--- src/rtl/glyph_memory.sv ---
// glyph_memory: multi-glyph bitmap store for the text path.
// Holds NUM_GLYPHS glyphs of GLYPH_W x GLYPH_H pixels, one row word per address
// (addr = glyph*GLYPH_H + row). A sequencer loads DEFAULT_GLYPH into every glyph
// after reset or on i_init_start. There is a masked row-write port and a
// 1-cycle registered read port that returns the row word and one addressed pixel.
module glyph_memory #(
  parameter int GLYPH_W    = 4,
  parameter int GLYPH_H    = 5,
  parameter int NUM_GLYPHS = 16,
  parameter logic [GLYPH_W*GLYPH_H-1:0] DEFAULT_GLYPH = 20'hA5AA5,
  localparam int GI_W  = (NUM_GLYPHS > 1) ? $clog2(NUM_GLYPHS) : 1,
  localparam int RI_W  = (GLYPH_H > 1) ? $clog2(GLYPH_H) : 1,
  localparam int CI_W  = (GLYPH_W > 1) ? $clog2(GLYPH_W) : 1
) (
  input  logic               i_clock,
  input  logic               i_rst,
  input  logic               i_init_start,
  output logic               o_busy,
  input  logic               i_wr_en,
  input  logic [GI_W-1:0]    i_wr_glyph,
  input  logic [RI_W-1:0]    i_wr_row,
  input  logic [GLYPH_W-1:0] i_wr_data,
  input  logic [GLYPH_W-1:0] i_wr_mask,
  input  logic               i_rd_en,
  input  logic [GI_W-1:0]    i_rd_glyph,
  input  logic [RI_W-1:0]    i_rd_row,
  input  logic [CI_W-1:0]    i_rd_col,
  output logic               o_rd_valid,
  output logic [GLYPH_W-1:0] o_rd_data,
  output logic               o_rd_pixel
);
  localparam int DEPTH = NUM_GLYPHS * GLYPH_H;
  localparam int AW    = (DEPTH > 1) ? $clog2(DEPTH) : 1;

  typedef enum logic {S_INIT, S_IDLE} state_t;

  state_t            r_state;
  logic [AW-1:0]     r_ptr;
  logic [RI_W-1:0]   r_irow;   // ptr % GLYPH_H, tracked alongside ptr to avoid a divider
  logic              r_busy;
  logic [GLYPH_W-1:0] r_mem [DEPTH];
  logic              r_rd_valid;
  logic [GLYPH_W-1:0] r_rd_data;
  logic              r_rd_pixel;

  logic               w_wr_ok;
  logic [AW-1:0]      w_wr_addr;
  logic               w_rd_ok;
  logic               w_rd_inrange;
  logic [AW-1:0]      w_rd_addr;
  logic [GLYPH_W-1:0] w_def_row;
  logic [GLYPH_W-1:0] w_rd_word;
  logic               w_rd_pix;

  // Address decode, range checks, default-row select and read mux
  always_comb begin
    w_wr_ok      = i_wr_en && (r_state == S_IDLE) &&
                   (int'(i_wr_glyph) < NUM_GLYPHS) && (int'(i_wr_row) < GLYPH_H);
    w_wr_addr    = AW'(int'(i_wr_glyph) * GLYPH_H + int'(i_wr_row));
    w_rd_ok      = i_rd_en && (r_state == S_IDLE);
    w_rd_inrange = (int'(i_rd_glyph) < NUM_GLYPHS) && (int'(i_rd_row) < GLYPH_H);
    w_rd_addr    = AW'(int'(i_rd_glyph) * GLYPH_H + int'(i_rd_row));
    w_def_row    = DEFAULT_GLYPH[int'(r_irow)*GLYPH_W +: GLYPH_W];
    w_rd_word    = w_rd_inrange ? r_mem[w_rd_addr] : '0;
    w_rd_pix     = (int'(i_rd_col) < GLYPH_W) ? w_rd_word[i_rd_col] : 1'b0;
  end

  // Init sequencer FSM: INIT walks every address once, then IDLE until reload
  always_ff @(posedge i_clock) begin
    if (i_rst) begin
      r_state <= S_INIT;
      r_ptr   <= '0;
      r_irow  <= '0;
      r_busy  <= 1'b1;
    end else begin
      case (r_state)
        S_INIT: begin
          if (r_ptr == AW'(DEPTH-1)) begin
            r_state <= S_IDLE;
            r_busy  <= 1'b0;
            r_ptr   <= '0;
            r_irow  <= '0;
          end else begin
            r_ptr  <= r_ptr + 1'b1;
            r_irow <= (r_irow == RI_W'(GLYPH_H-1)) ? '0 : r_irow + 1'b1;
          end
        end
        S_IDLE: begin
          if (i_init_start) begin
            r_state <= S_INIT;
            r_ptr   <= '0;
            r_irow  <= '0;
            r_busy  <= 1'b1;
          end
        end
        default: r_state <= S_INIT;
      endcase
    end
  end

  // Storage: sequencer load during INIT, masked user write during IDLE
  always_ff @(posedge i_clock) begin
    if (!i_rst) begin
      if (r_state == S_INIT)
        r_mem[r_ptr] <= w_def_row;
      else if (w_wr_ok)
        r_mem[w_wr_addr] <= (r_mem[w_wr_addr] & ~i_wr_mask) | (i_wr_data & i_wr_mask);
    end
  end

  // Registered read port; data holds when no read is accepted
  always_ff @(posedge i_clock) begin
    if (i_rst) begin
      r_rd_valid <= 1'b0;
      r_rd_data  <= '0;
      r_rd_pixel <= 1'b0;
    end else begin
      r_rd_valid <= w_rd_ok;
      if (w_rd_ok) begin
        r_rd_data  <= w_rd_word;
        r_rd_pixel <= w_rd_pix;
      end
    end
  end

  assign o_busy     = r_busy;
  assign o_rd_valid = r_rd_valid;
  assign o_rd_data  = r_rd_data;
  assign o_rd_pixel = r_rd_pixel;
endmodule

--- config.mk ---
export PLATFORM = sky130hd
export DESIGN_NAME = glyph_memory
export DESIGN_NICKNAME = d
export VERILOG_FILES = /design/src/rtl/glyph_memory.sv
export SDC_FILE = /design/constraint.sdc
export NUM_CORES = 1
export LEC_CHECK = 0
export CAP_MARGIN = 15
export CORE_MARGIN = 10
export CORE_UTILIZATION = 25
export DETAILED_ROUTE_END_ITERATION = 6
export HOLD_SLACK_MARGIN = 0.15
export PLACE_DENSITY = 0.36
export SLEW_MARGIN = 20
export SYNTH_ARGS = -nofsm -noshare
export SYNTH_HDL_FRONTEND = slang
export SYNTH_SLANG_ARGS = --single-unit
--- constraint.sdc ---
create_clock -name i_clock -period 21.2 [get_ports i_clock]
set_clock_uncertainty 0.1 [all_clocks]
set_input_delay 6.36 -clock i_clock [delete_from_list [all_inputs] [get_ports i_clock]]
set_output_delay 6.36 -clock i_clock [all_outputs]
set_load 0.03 [all_outputs]
# After elaboration in Yosys (flattened, before gate mapping)

Memory sizes are Yosys's and may differ from the RTL's.
Cells that the tools add are included.

Memory bits (read-only): 0
Flip-flop bits (word level): 18
Logic and storage cells: 58
Bits in latches: 0
Memories: 1
Memory bits (writable): 320

Order comparisons: 3
Multiplexer cells: 26
Bitwise operators: 5
Multiply operators: 2
Div/mod/pow operators: 0
Eq/ne operators: 4
Add/subtract/negate cells: 4
Reduce and logical (&&, ||, !) cells: 5
Shift-type cells: 1

Memories:

| name  | depth | bits a word | read ports | clocked after memory_dff | write ports | line | RTL |
|---|---|---|---|---|---|---|---|
| r_mem | 80    | 4           | 2          | 0                        | 1           | 41   | `logic [GLYPH_W-1:0] r_mem [DEPTH];` |

Operators by type and width:

| operator                                                   | count |
|---|---|
| 2-to-1 mux 7 bit                                           | 3 |
| indexed part select 20 x 6 -> 4 bit (first input constant) | 1 |
| adder 7 x 3 -> 7 bit                                       | 2 |
| multiplier 4 x 3 -> 7 bit (second input constant)          | 2 |
| case mux 7 bit (2 select lines)                            | 1 |
| 2-to-1 mux 1 bit                                           | 13 |
| 2-to-1 mux 3 bit                                           | 3 |
| bitwise AND 4 bit                                          | 2 |
| 2-to-1 mux 4 bit                                           | 2 |
| adder 7 x 1 -> 7 bit (second input constant)               | 1 |
| equality test 7 bit (second input constant)                | 1 |
| < comparator 3 bit (second input constant)                 | 2 |
| case mux 3 bit (2 select lines)                            | 1 |
| != test 2 bit (second input constant)                      | 2 |
| inverter 4 bit                                             | 1 |
| OR 4 bit                                                   | 1 |
| case mux 1 bit (2 select lines)                            | 2 |
| OR reduction 4 bit                                         | 1 |
| adder 3 x 1 -> 3 bit (second input constant)               | 1 |
| equality test 3 bit (second input constant)                | 1 |
| logical AND 1 bit                                          | 3 |
| < comparator 2 x 3 -> 1 bit (second input constant)        | 1 |
| binary-select mux 1 bit (select 2 bit)                     | 1 |
| AND reduction 2 bit                                        | 1 |
| inverter 1 bit                                             | 1 |

# Longest topological paths before layout

Depth after elaboration: 8
Gate-level depth with buffers: 15

# Worst setup path before layout

No wires, ideal clock.

Path type: input to register
From: input port i_wr_glyph[0]
To: memory r_mem[0][1] (data pin)
Library setup time: 1.205 ns
Setup slack: 6.003 ns
Arrival: 13.892 ns
Stages: 12
Data required time: 19.895 ns
Cell sequence: ha_1 -> ha_1 -> fa_1 -> a21o_1 -> a21oi_1 -> xnor2_1 -> buf_2 -> mux4_2 -> mux2i_1 -> o211ai_1 -> o21ai_0 -> o311ai_0

Word-level cells in the longest chain between the ends: 6

RTL lines:

| what                       | line | RTL |
|---|---|---|
| from (decl)                | 20   | `input logic [GI_W-1:0] i_wr_glyph,` |
| multiplier 4 x 3 -> 7 bit  | 59   | `w_wr_addr = AW'(int'(i_wr_glyph) * GLYPH_H + int'(i_wr_row));` |
| adder 7 x 3 -> 7 bit       | 59   |  |
| memory read (80 x 4 bit)   | --   |  |
| bitwise AND 4 bit          | 107  | `r_mem[w_wr_addr] <= (r_mem[w_wr_addr] & ~i_wr_mask) \| (i_wr_data & i_wr_mask);` |
| OR 4 bit                   | 107  |  |
| 2-to-1 mux 4 bit (no line) | --   |  |
| to (decl)                  | 41   |  |

No other way between the ends.

# Worst setup path in the final report

From: input port i_wr_glyph[0]
To: memory r_mem[28][0] (data pin)

The elaborated chain is that of the path after synthesis.

==> impl_metrics.toml <==
[setup_path]
worstSetupStartpointType = "input pin"
worstSetupPathType = "input pin to register"
worstPathRequired_ns = 21.34
cp_max_fo = 48
crit_arrival_ns = 11.37
end_kind = "register"

[final_layout]
multi_input_area_um2 = 6660
final_core_util_pct = 29.3
final_nets = 1073
fillers = 6693
layout_commonest_cell = "edfxtp_1"
drive_gt1_share_pct = 28.5
mostFrequentLayoutCells = "edfxtp_1, mux4_2, nor2_1"
finalNonFillerCells = 1921
regArea_um2 = 9970
area_delta_synth_final_pct = 16.4

[grt]
top_usage_layer = "met2"
met2_usage_pct = 22.5
use_met3_pct = 2.28
grt_pass1_vias = 10300
gr-total-overflow = 0
grt_pass1_wl_mm = 78.4
grt_max_degree = 75
grt_usage_pct = 14.0
antenna_found_initial = 1
grt_util_met1_pct = 19.5

[logic_synthesis]
yosysWarnings = 0
yosys.area.top_type = "edfxtp_1"
synth-async-reset-ratio_pct = 0
synth.area.top_cells = "edfxtp_1, mux4_2, nor2_1"
synth_fp_nets = 1023
yosysSeqAreaShare_pct = 59.1
syn_area_um2 = 16900
syn_inst = 965
ys.flop_type = "edfxtp_1"
synth_top_area_share_pct = 56.9
synth_cell_types = 56
synth_edf_count = 320
syn_area_per_cell_um2 = 17.5
ys_ff_latch = 338

[route]
dr.pass1.iters = 4
vias = 9623
finalWirelength_mm = 55.0
ant_nets = 0
drt-vias-per-instance = 5.01
wl_per_cell_um = 28.6
drc_errors = 0
drt_iter0_markers = 751

[die]
dieArea_um2 = 78300
coreArea_um2 = 67000
initial_core_util_pct = 25.2
io_pins = 36
die_w_um = 280
die_h_um = 280
core.rowCount = 95

[timing]
rsz0062_at_grt = "false"
fin_tns_setup_ns = 0
min_period_ns = 11.23
worstMarginPinSlew_ns = 1.12
fmax_mhz = 89.0
min_period_over_period_pct = 53.0
setup_violations = 0
slew_headroom_pct = 24.8
report.final.slew_viol_count = 0
finalHoldViolations = 0
setup_slack_ns = 9.97

[clocking]
cts.clk_slew.worst_paths_ns = 0.05
cts_tree = "yes"
htree_levels = 2
hold_buffers = 0
clk_path_buf_depth = 3
cts_resized = 0
clock_sinks = 338
cts_root_buf = "clkbuf_16"
cts_buffers = 42
post_cts_buffers = 0
clock_latency_ns = 0.57

[outcome]
outcome = "completed"

[place]
dp_slack_ns = 9.25
dp_cells = 1844
place.gp.congestion = 0.734
hpwl_mm = 36.4
port_buffers = 35

[power_and_ir_drop]
power_mw = 1.88
power_density_nw_per_um2 = 95.8
peakVddDrop_mv = 0.0623
p_leak_nw = 6.08

[min_path]
min_path_type = "register to register"

[flow_run]
cap_viol_max_count = 0
==> cell families after synthesis <==
kind of cell,count (synthesis),synth area share (%)
compound gates,82,3.16
xor+xnor,9,0.556
fa+ha+maj,29,2.24
buf+inv,69,2.26
flops,338,59.1
mux,213,26.9
simple gates,225,5.85
==> registers in the layout, indices dropped and copies added, names as in the netlist <==
name,flops
o_rd_valid,1
o_rd_data,4
r_mem,320
o_busy,1
o_rd_pixel,1
r_irow,3
r_state,1
r_ptr,7
==> per-stage QoR <==
| step | hold slack [ns] | cell area, um2 |
|---|---|---|
| finish | 0.355 | 19600 |
| global route | 0.375 | 19600 |
| CTS | 0.357 | 19600 |
| detailed placement | 0.349 | 18300 |
| global placement | 0.347 | 18300 |
| floorplan | 0.376 | 16900 |
==> layout make-up <==
| type | instances | area share [%] |
|---|---|---|
| sequential | 338 | 50.8 |
| timing repair buffer | 64 | 2.96 |
| clock inverter | 21 | 0.631 |
| tap | 873 | 5.56 |
| clock buffer | 55 | 5.93 |
| inverter | 11 | 0.210 |
| antenna | 1 | 0.0127 |
| multi-input combinational | 558 | 33.9 |
==> worst paths after layout <==
path | slack (ns) | start | endpoint | depth (start not counted)
setup / recovery | 9.97 | i_wr_glyph[0] | r_mem[28][0] | 12
hold / removal | 0.36 | o_rd_data[3] | o_rd_data[3] | 2
setup reg to reg | 17.77 | r_state | r_mem[41][0] | 5
hold reg to reg | 0.36 | o_rd_data[3] | o_rd_data[3] | 2
==> per-layer routing <==
layer / vias to the layer above / wire [um]
met2: 243 / 26000
met1: 5195 / 25600
met3: 66 / 2320
li1: 4119 / -
met4: 0 / 1060
met5: - / 0
==> cells in the mapped netlist, drive strengths merged (2+ instances only) <==
| library cell | number |
|---|---|
| and2 | 3 |
| o31ai | 4 |
| a21o | 6 |
| xor2 | 3 |
| mux2i | 14 |
| nor3 | 6 |
| a211oi | 4 |
| nor2b | 9 |
| inv | 11 |
| o2111ai | 2 |
| a32oi | 2 |
| o311ai | 3 |
| nand4b | 2 |
| buf | 40 |
| nor3b | 2 |
| fa | 2 |
| o211ai | 3 |
| xnor2 | 6 |
| a31oi | 6 |
| o21ai | 17 |
| ha | 27 |
| dfxtp | 18 |
| nand2b | 6 |
| nor2 | 108 |
| nand2 | 55 |
| clkbuf | 18 |
| edfxtp | 320 |
| nand4 | 6 |
| nand3 | 17 |
| and3 | 2 |
| o21bai | 2 |
| or3 | 2 |
| a22oi | 4 |
| nand3b | 4 |
| mux2 | 10 |
| or2 | 2 |
| mux4 | 189 |
| a21oi | 20 |
==> worst max-delay path, cell delays in order <==
cell and delay [ns]:
clkdlybuf4s50_1 0.48, ha_4 0.44, buf_4 0.76, buf_4 0.71, mux4_2 0.58, mux4_2 0.48
mux2_2 0.28, nand2_1 0.10, o21ai_1 0.07, a211oi_1 0.39, o31ai_4 0.23, buf_4 0.36
==> power by group <==
part	switching (mW)	leakage (nW)	internal [mW]	total, mW
registers	0.00249	3.03	0.771	0.773
clock network	0.289	0.639	0.397	0.687
logic	0.256	2.42	0.164	0.420
Power figures use the tool's default switching activity.
